[src/rtl/instr_cycle_sequencer.sv]
// instr_cycle_sequencer
// Multi-cycle phase sequencer for the 72-bit datapath. Walks each instruction
// through FETCH, DECODE, EXECUTE, optional WRITEBACK and PC_UPDATE, and drives
// the per-phase enables. It also provides a memory-write handshake with a
// bounded wait, a HALT opcode and a retired-instruction counter.
module instr_cycle_sequencer #(
  parameter int                  OPCODE_W    = 4,
  parameter logic [OPCODE_W-1:0] HALT_OPCODE = 4'hF,
  parameter int                  WB_TIMEOUT  = 8,
  parameter int                  CNT_W       = 32
) (
  input  logic                clk,
  input  logic                rst,
  input  logic                start,
  input  logic [OPCODE_W-1:0] opcode,
  input  logic                branch_en,
  input  logic                jump_en,
  input  logic                write_en,
  input  logic                alu_flag,
  input  logic                mem_ack,
  output logic                pc_update,
  output logic [1:0]          pc_load_sel,
  output logic                if_latch,
  output logic                reg_read_en,
  output logic                alu_en,
  output logic                mem_wr_req,
  output logic                busy,
  output logic                halted,
  output logic                timeout_err,
  output logic [CNT_W-1:0]    instr_count,
  output logic [2:0]          state
);

  // Wait counter only has to reach WB_TIMEOUT-1; keep at least one bit.
  localparam int WAIT_W = (WB_TIMEOUT > 1) ? $clog2(WB_TIMEOUT) : 1;
  localparam logic [WAIT_W-1:0] WAIT_LAST = WAIT_W'(WB_TIMEOUT - 1);

  typedef enum logic [2:0] {
    S_IDLE      = 3'd0,
    S_FETCH     = 3'd1,
    S_DECODE    = 3'd2,
    S_EXECUTE   = 3'd3,
    S_WRITEBACK = 3'd4,
    S_PC_UPDATE = 3'd5,
    S_HALT      = 3'd6,
    S_ERROR     = 3'd7
  } state_t;

  state_t              state_q, state_d;
  logic [WAIT_W-1:0]   wait_q, wait_d;
  logic                take_jump_q, take_jump_d;
  logic                take_branch_q, take_branch_d;
  logic [CNT_W-1:0]    count_q;

  logic                pc_update_q;
  logic [1:0]          pc_load_sel_q;
  logic                if_latch_q;
  logic                reg_read_en_q;
  logic                alu_en_q;
  logic                mem_wr_req_q;
  logic                busy_q;
  logic                halted_q;
  logic                timeout_err_q;

  // Next-state and decision logic. The branch/jump decision is captured in
  // EXECUTE so the control flags only need to be valid in DECODE/EXECUTE;
  // WRITEBACK then holds the decision until PC_UPDATE consumes it.
  always_comb begin
    state_d       = state_q;
    wait_d        = wait_q;
    take_jump_d   = take_jump_q;
    take_branch_d = take_branch_q;
    unique case (state_q)
      S_IDLE: begin
        if (start) state_d = S_FETCH;
      end
      S_FETCH: begin
        state_d = S_DECODE;
      end
      S_DECODE: begin
        if (opcode == HALT_OPCODE) state_d = S_HALT;
        else                       state_d = S_EXECUTE;
      end
      S_EXECUTE: begin
        take_jump_d   = jump_en;
        take_branch_d = branch_en & alu_flag;
        if (write_en) begin
          state_d = S_WRITEBACK;
          wait_d  = '0;
        end else begin
          state_d = S_PC_UPDATE;
        end
      end
      S_WRITEBACK: begin
        // An ack in the last allowed cycle still completes the write.
        if (mem_ack) begin
          state_d = S_PC_UPDATE;
        end else if (wait_q == WAIT_LAST) begin
          state_d = S_ERROR;
        end else begin
          wait_d = wait_q + 1'b1;
        end
      end
      S_PC_UPDATE: begin
        state_d = S_FETCH;
      end
      S_HALT: begin
        if (start) state_d = S_FETCH;
      end
      S_ERROR: begin
        state_d = S_ERROR;
      end
      default: begin
        state_d = S_IDLE;
      end
    endcase
  end

  // State, decision and counter registers; outputs are registered from the
  // next state so they line up with the state they describe.
  always_ff @(posedge clk) begin
    if (rst) begin
      state_q       <= S_IDLE;
      wait_q        <= '0;
      take_jump_q   <= 1'b0;
      take_branch_q <= 1'b0;
      count_q       <= '0;
      pc_update_q   <= 1'b0;
      pc_load_sel_q <= 2'b00;
      if_latch_q    <= 1'b0;
      reg_read_en_q <= 1'b0;
      alu_en_q      <= 1'b0;
      mem_wr_req_q  <= 1'b0;
      busy_q        <= 1'b0;
      halted_q      <= 1'b0;
      timeout_err_q <= 1'b0;
    end else begin
      state_q       <= state_d;
      wait_q        <= wait_d;
      take_jump_q   <= take_jump_d;
      take_branch_q <= take_branch_d;
      // The instruction retires on the edge that leaves PC_UPDATE.
      if (state_q == S_PC_UPDATE) count_q <= count_q + 1'b1;
      pc_update_q   <= (state_d == S_PC_UPDATE);
      if (state_d == S_PC_UPDATE) begin
        // Jump outranks a taken branch.
        if (take_jump_d)        pc_load_sel_q <= 2'b10;
        else if (take_branch_d) pc_load_sel_q <= 2'b01;
        else                    pc_load_sel_q <= 2'b00;
      end else begin
        pc_load_sel_q <= 2'b00;
      end
      if_latch_q    <= (state_d == S_FETCH);
      reg_read_en_q <= (state_d == S_DECODE);
      alu_en_q      <= (state_d == S_EXECUTE);
      mem_wr_req_q  <= (state_d == S_WRITEBACK);
      busy_q        <= (state_d == S_FETCH)     || (state_d == S_DECODE) ||
                       (state_d == S_EXECUTE)   || (state_d == S_WRITEBACK) ||
                       (state_d == S_PC_UPDATE);
      halted_q      <= (state_d == S_HALT);
      timeout_err_q <= (state_d == S_ERROR);
    end
  end

  assign state       = state_q;
  assign instr_count = count_q;
  assign pc_update   = pc_update_q;
  assign pc_load_sel = pc_load_sel_q;
  assign if_latch    = if_latch_q;
  assign reg_read_en = reg_read_en_q;
  assign alu_en      = alu_en_q;
  assign mem_wr_req  = mem_wr_req_q;
  assign busy        = busy_q;
  assign halted      = halted_q;
  assign timeout_err = timeout_err_q;

endmodule
[config.mk]
export PLATFORM = sky130hd
export DESIGN_NAME = instr_cycle_sequencer
export DESIGN_NICKNAME = d
export VERILOG_FILES = /design/src/rtl/instr_cycle_sequencer.sv
export SDC_FILE = /design/constraint.sdc
export NUM_CORES = 1
export LEC_CHECK = 0
export CORE_MARGIN = 2
export CORE_UTILIZATION = 53
export CTS_CLUSTER_DIAMETER = 100
export CTS_CLUSTER_SIZE = 12
export DETAILED_ROUTE_END_ITERATION = 6
export PLACE_DENSITY = 0.85
export SYNTH_ARGS = -nofsm -noshare
export SYNTH_HDL_FRONTEND = slang
export SYNTH_SLANG_ARGS = --single-unit
[constraint.sdc]
create_clock -name clk -period 5.7 [get_ports clk]
set_input_delay 1.425 -clock clk [delete_from_list [all_inputs] [get_ports clk]]
set_output_delay 1.425 -clock clk [all_outputs]
set_load 0.02 [all_outputs]
==> parameters.txt <==
Parameter                              Value

Clocking
  Deepest clock path buffer count ... 2
  CTS-repair resized insts ... 0
  Hold-fix buffer count after cts ... 0
  CTS root buf ... sky130_fd_sc_hd__clkbuf_8
  Total number of clock tree sinks ... 50
  Clk Latency, worst-skew pair ... about 0.30 ns
  Level count of the clock H-tree ... 2
  Number of CTS-inserted buffers ... 5
  Clock-pin slew of the registers on the worst-case setup and hold paths ... roughly 0.08 ns
  Number of buffers inserted to repair setup after CTS ... 0
  CTS tree ... done

Synth
  Cell type contributing the most total cell area after synthesis ... sky130_fd_sc_hd__dfxtp_1
  Average footprint of a synthesized cell ... just over 9 sq um
  Primary FF master, synth ... sky130_fd_sc_hd__dfxtp_1
  Distinct cell type count after synthesis ... 51
  Area share of the largest cell type after synthesis ... 0.423
  Proportion of synthesized flip-flops having asynchronous set or reset ... 0
  Flip-flop and latch count after synthesis ... 50
  Top area cells in the synthesized netlist ... sky130_fd_sc_hd__dfxtp_1, sky130_fd_sc_hd__o31ai_1, sky130_fd_sc_hd__or4_1, sky130_fd_sc_hd__a21oi_1, sky130_fd_sc_hd__xor2_1
  Cells after Synth ... 257
  Post-synth design cell area ... 2370 sq um
  Yosys Warn Count ... 0
  Post-Synthesis Net Count ... ~270
  Post-synthesis sequential area ratio ... 0.423
  Number of synthesized flops with an enable pin ... 0

Layout
  Final Net Count ... 321
  Number of diodes ... 0
  Post-layout instance count excluding filler cells ... 359
  Area growth from synthesis to layout ... 27.0%
  Share of layout cells above drive strength 1 ... 0.0684
  Area of all placed cells without fillers ... between 3000 and 4000 sq um

Die
  Placement Rows ... 24
  Io pins ... between 50 and 60
  X dimension of the die ... approximately 71 microns
  Die height ... just over 70 microns
  Area of the core region ... around 4300 sq um
  Initial Util ... 0.548
  Full die area ... 5020 sq um

Status
  Outcome ... finished, final reports clean

Global routing
  Vias in the first global route ... between 1500 and 2000
  Gr ovfl total ... 0
  Pin count of the biggest net entering global routing ... a little under 50
  Initial antenna violation count ... 0
  Global router's overall resource usage ... 0.211
  Wire length of the first global-routing pass ... slightly below 9 mm

Worst setup path
  Standard cell with the maximum stage delay on the critical path ... sky130_fd_sc_hd__clkdlybuf4s50_1
  Crit path arrival time ... 1.62 ns
  CP peak stage delay ... around 0.70 ns
  WP data required ... 4.28 ns
  Kind of critical path ... reg2out
  Capturing element type of the critical path ... output port
  Buf+Inv Stages, Crit Path ... 1
  Dominant delay contributor by cell family on the critical path ... buffers and inverters
  Critical-path maximum fanout ... 16
  Critical-path cell list ... clkdlybuf4s50_1
  Crit start category ... register

Detailed routing
  Total via count in the routed design ... roughly 2200
  Initial DRC count ... 190
  Wirelength, routed ... about 5.2 mm
  Vias per cell ... slightly above 6
  Routed wire per std cell ... about 15 microns
  Detail Route Antenna Nets ... 0
  DRC errors left ... 0
  Pre-Repair DR Iteration Count ... 4

STA
  Fin Clk Skew ... between 0.006 and 0.007 ns
  Minimum clock period ... around 3.0 ns
  Worst slew margin relative to its limit ... 0.335
  FMAX ... between 300 and 400 MHz
  RSZ-0062 raised after global routing ... false
  Total count of hold-check failures in the final report ... 0
  Total Negative Setup Slacks ... 0 ns
  Period utilisation layout ... 0.535
  Worst slew pin tran ... 0.995 ns
  Endpoints failing setup ... 0
  Count of final max-slew check failures ... 0

Placed design
  Placement-stage cell area ... 2920 sq um
  Estimated wirelength of the detail-placed design ... approximately 3.7 mm
  Number of instances in the placed design ... ~350
  IO Port Bufs ... 56
  Routability Congestion ... 0.782

Power and ir drop
  Worst IR drop on VDD ... around 0.21 mV
  Leakage power total ... roughly 1.0 nW
  Power density of the placed cells ... between 200 and 250 nW/um^2

Job
  Reported max-cap violation count ... 0

Worst hold path
  Class of the worst hold path ... reg2reg
cell families (layout without fill, tap and decap cells):
| group | after synthesis | in the layout | synth area share |
|---|---|---|---|
| XOR/XNOR | 9 | 9 | 0.0333 |
| adder cells (fa/ha/maj) | 3 | 3 | 0.0158 |
| flip-flops | 50 | 50 | 0.423 |
| buffers and inverters | 19 | 69 | 0.0423 |
| AND/OR/NAND/NOR | 114 | 114 | 0.307 |
| AO/OA/AOI/OAI | 57 | 57 | 0.156 |
| multiplexers | 5 | 5 | 0.0227 |
per-layer routing:
metal	track usage	vias to the layer above	routed length (microns)
li1	-	1069	-
met5	0	-	0
met3	0.0499	8	290
met2	0.344	62	2530
met1	0.272	1046	2350
met4	0.0818	0	75
stage by stage:
stage / utilization / total power, W / hold slack [ns] / setup slack (ns)
2_1_floorplan: - / 0.000466 / 0.430 / 3.21
3_5_place_dp: 0.674 / 0.000515 / 0.455 / 2.71
6_report: 0.696 / 0.000718 / 0.466 / 2.65
4_1_cts: 0.696 / 0.000724 / 0.465 / 2.63
3_3_place_gp: 0.674 / 0.000513 / 0.440 / 2.73
5_1_grt: 0.696 / 0.000750 / 0.495 / 2.55
cell type report:
class | instances | area, sq um
Clock buffer | 7 | 86.3
Clock inverter | 1 | 5.00
Fill cell | 368 | 1320
Inverter | 4 | 15.0
Multi-Input combinational cell | 188 | 1270
Sequential cell | 50 | 1000
Tap cell | 52 | 65.1
Timing Repair Buffer | 57 | 568
Yosys cell counts (2+ instances only):
cell / n
sky130_fd_sc_hd__nand2_1: 13
sky130_fd_sc_hd__ha_1: 3
sky130_fd_sc_hd__and3b_1: 3
sky130_fd_sc_hd__and4_1: 5
sky130_fd_sc_hd__nor2b_1: 3
sky130_fd_sc_hd__nand3_1: 11
sky130_fd_sc_hd__nand2b_1: 4
sky130_fd_sc_hd__and4b_1: 2
sky130_fd_sc_hd__dfxtp_1: 50
sky130_fd_sc_hd__mux2_2: 3
sky130_fd_sc_hd__a21oi_1: 25
sky130_fd_sc_hd__nor3_1: 3
sky130_fd_sc_hd__nor2_1: 18
sky130_fd_sc_hd__nand4_1: 8
sky130_fd_sc_hd__and2_1: 2
sky130_fd_sc_hd__buf_6: 3
sky130_fd_sc_hd__a211oi_1: 3
sky130_fd_sc_hd__inv_1: 4
sky130_fd_sc_hd__nor4_1: 3
sky130_fd_sc_hd__buf_2: 4
sky130_fd_sc_hd__or3_1: 3
sky130_fd_sc_hd__and3_1: 3
sky130_fd_sc_hd__nor3b_1: 3
sky130_fd_sc_hd__mux2i_1: 2
sky130_fd_sc_hd__o31ai_1: 17
sky130_fd_sc_hd__clkbuf_1: 7
sky130_fd_sc_hd__o21ai_0: 4
sky130_fd_sc_hd__xor2_1: 9
sky130_fd_sc_hd__or4_1: 17
worst paths after layout:
kind,startpoint,to,slack (ns),cells after the start
setup / recovery,state[1]$_SDFF_PP0_,state[1],2.65,1
hold / removal,take_branch_q$_SDFF_PP0_,take_branch_q$_SDFF_PP0_,0.47,2
setup reg to reg,instr_count[6]$_SDFFE_PP0P_,instr_count[27]$_SDFFE_PP0P_,3.22,4
hold reg to reg,take_branch_q$_SDFF_PP0_,take_branch_q$_SDFF_PP0_,0.47,2
state kept, by name (all words and copies together), names as in the netlist:
register       count
pc_update          1
reg_read_en        1
pc_load_sel        2
take_jump_q        1
alu_en             1
state              3
timeout_err        1
if_latch           1
halted             1
take_branch_q      1
mem_wr_req         1
wait_q             3
instr_count       32
busy               1
where the power goes:
| group | switching, W | internal [W] |
|---|---|---|
| combinational | 0.0000637 | 0.0000599 |
| clock | 0.000113 | 0.0000981 |
| sequential | 0.0000205 | 0.000363 |
cell usage in the layout (no fill, tap or decap), drive strengths merged, types with 3 or more instances in the layout:
cell           synthesis  routed
xor2                   9       9
a21oi                 25      25
nor2b                  3       3
nor3                   3       3
nand3                 13      13
clkdlybuf4s50          0      56
and2                   3       3
nand4                 10      10
o31ai                 17      17
dfxtp                 50      50
nor3b                  3       3
nand2b                 4       4
or3                    3       3
and4                   6       6
clkbuf                 8       7
a211oi                 3       3
and3                   4       4
inv                    4       4
or4                   17      17
nand2                 14      14
o21ai                  4       4
mux2                   3       3
ha                     3       3
and3b                  3       3
nor4                   3       3
nor2                  18      18
Power figures use the tool's default switching activity.
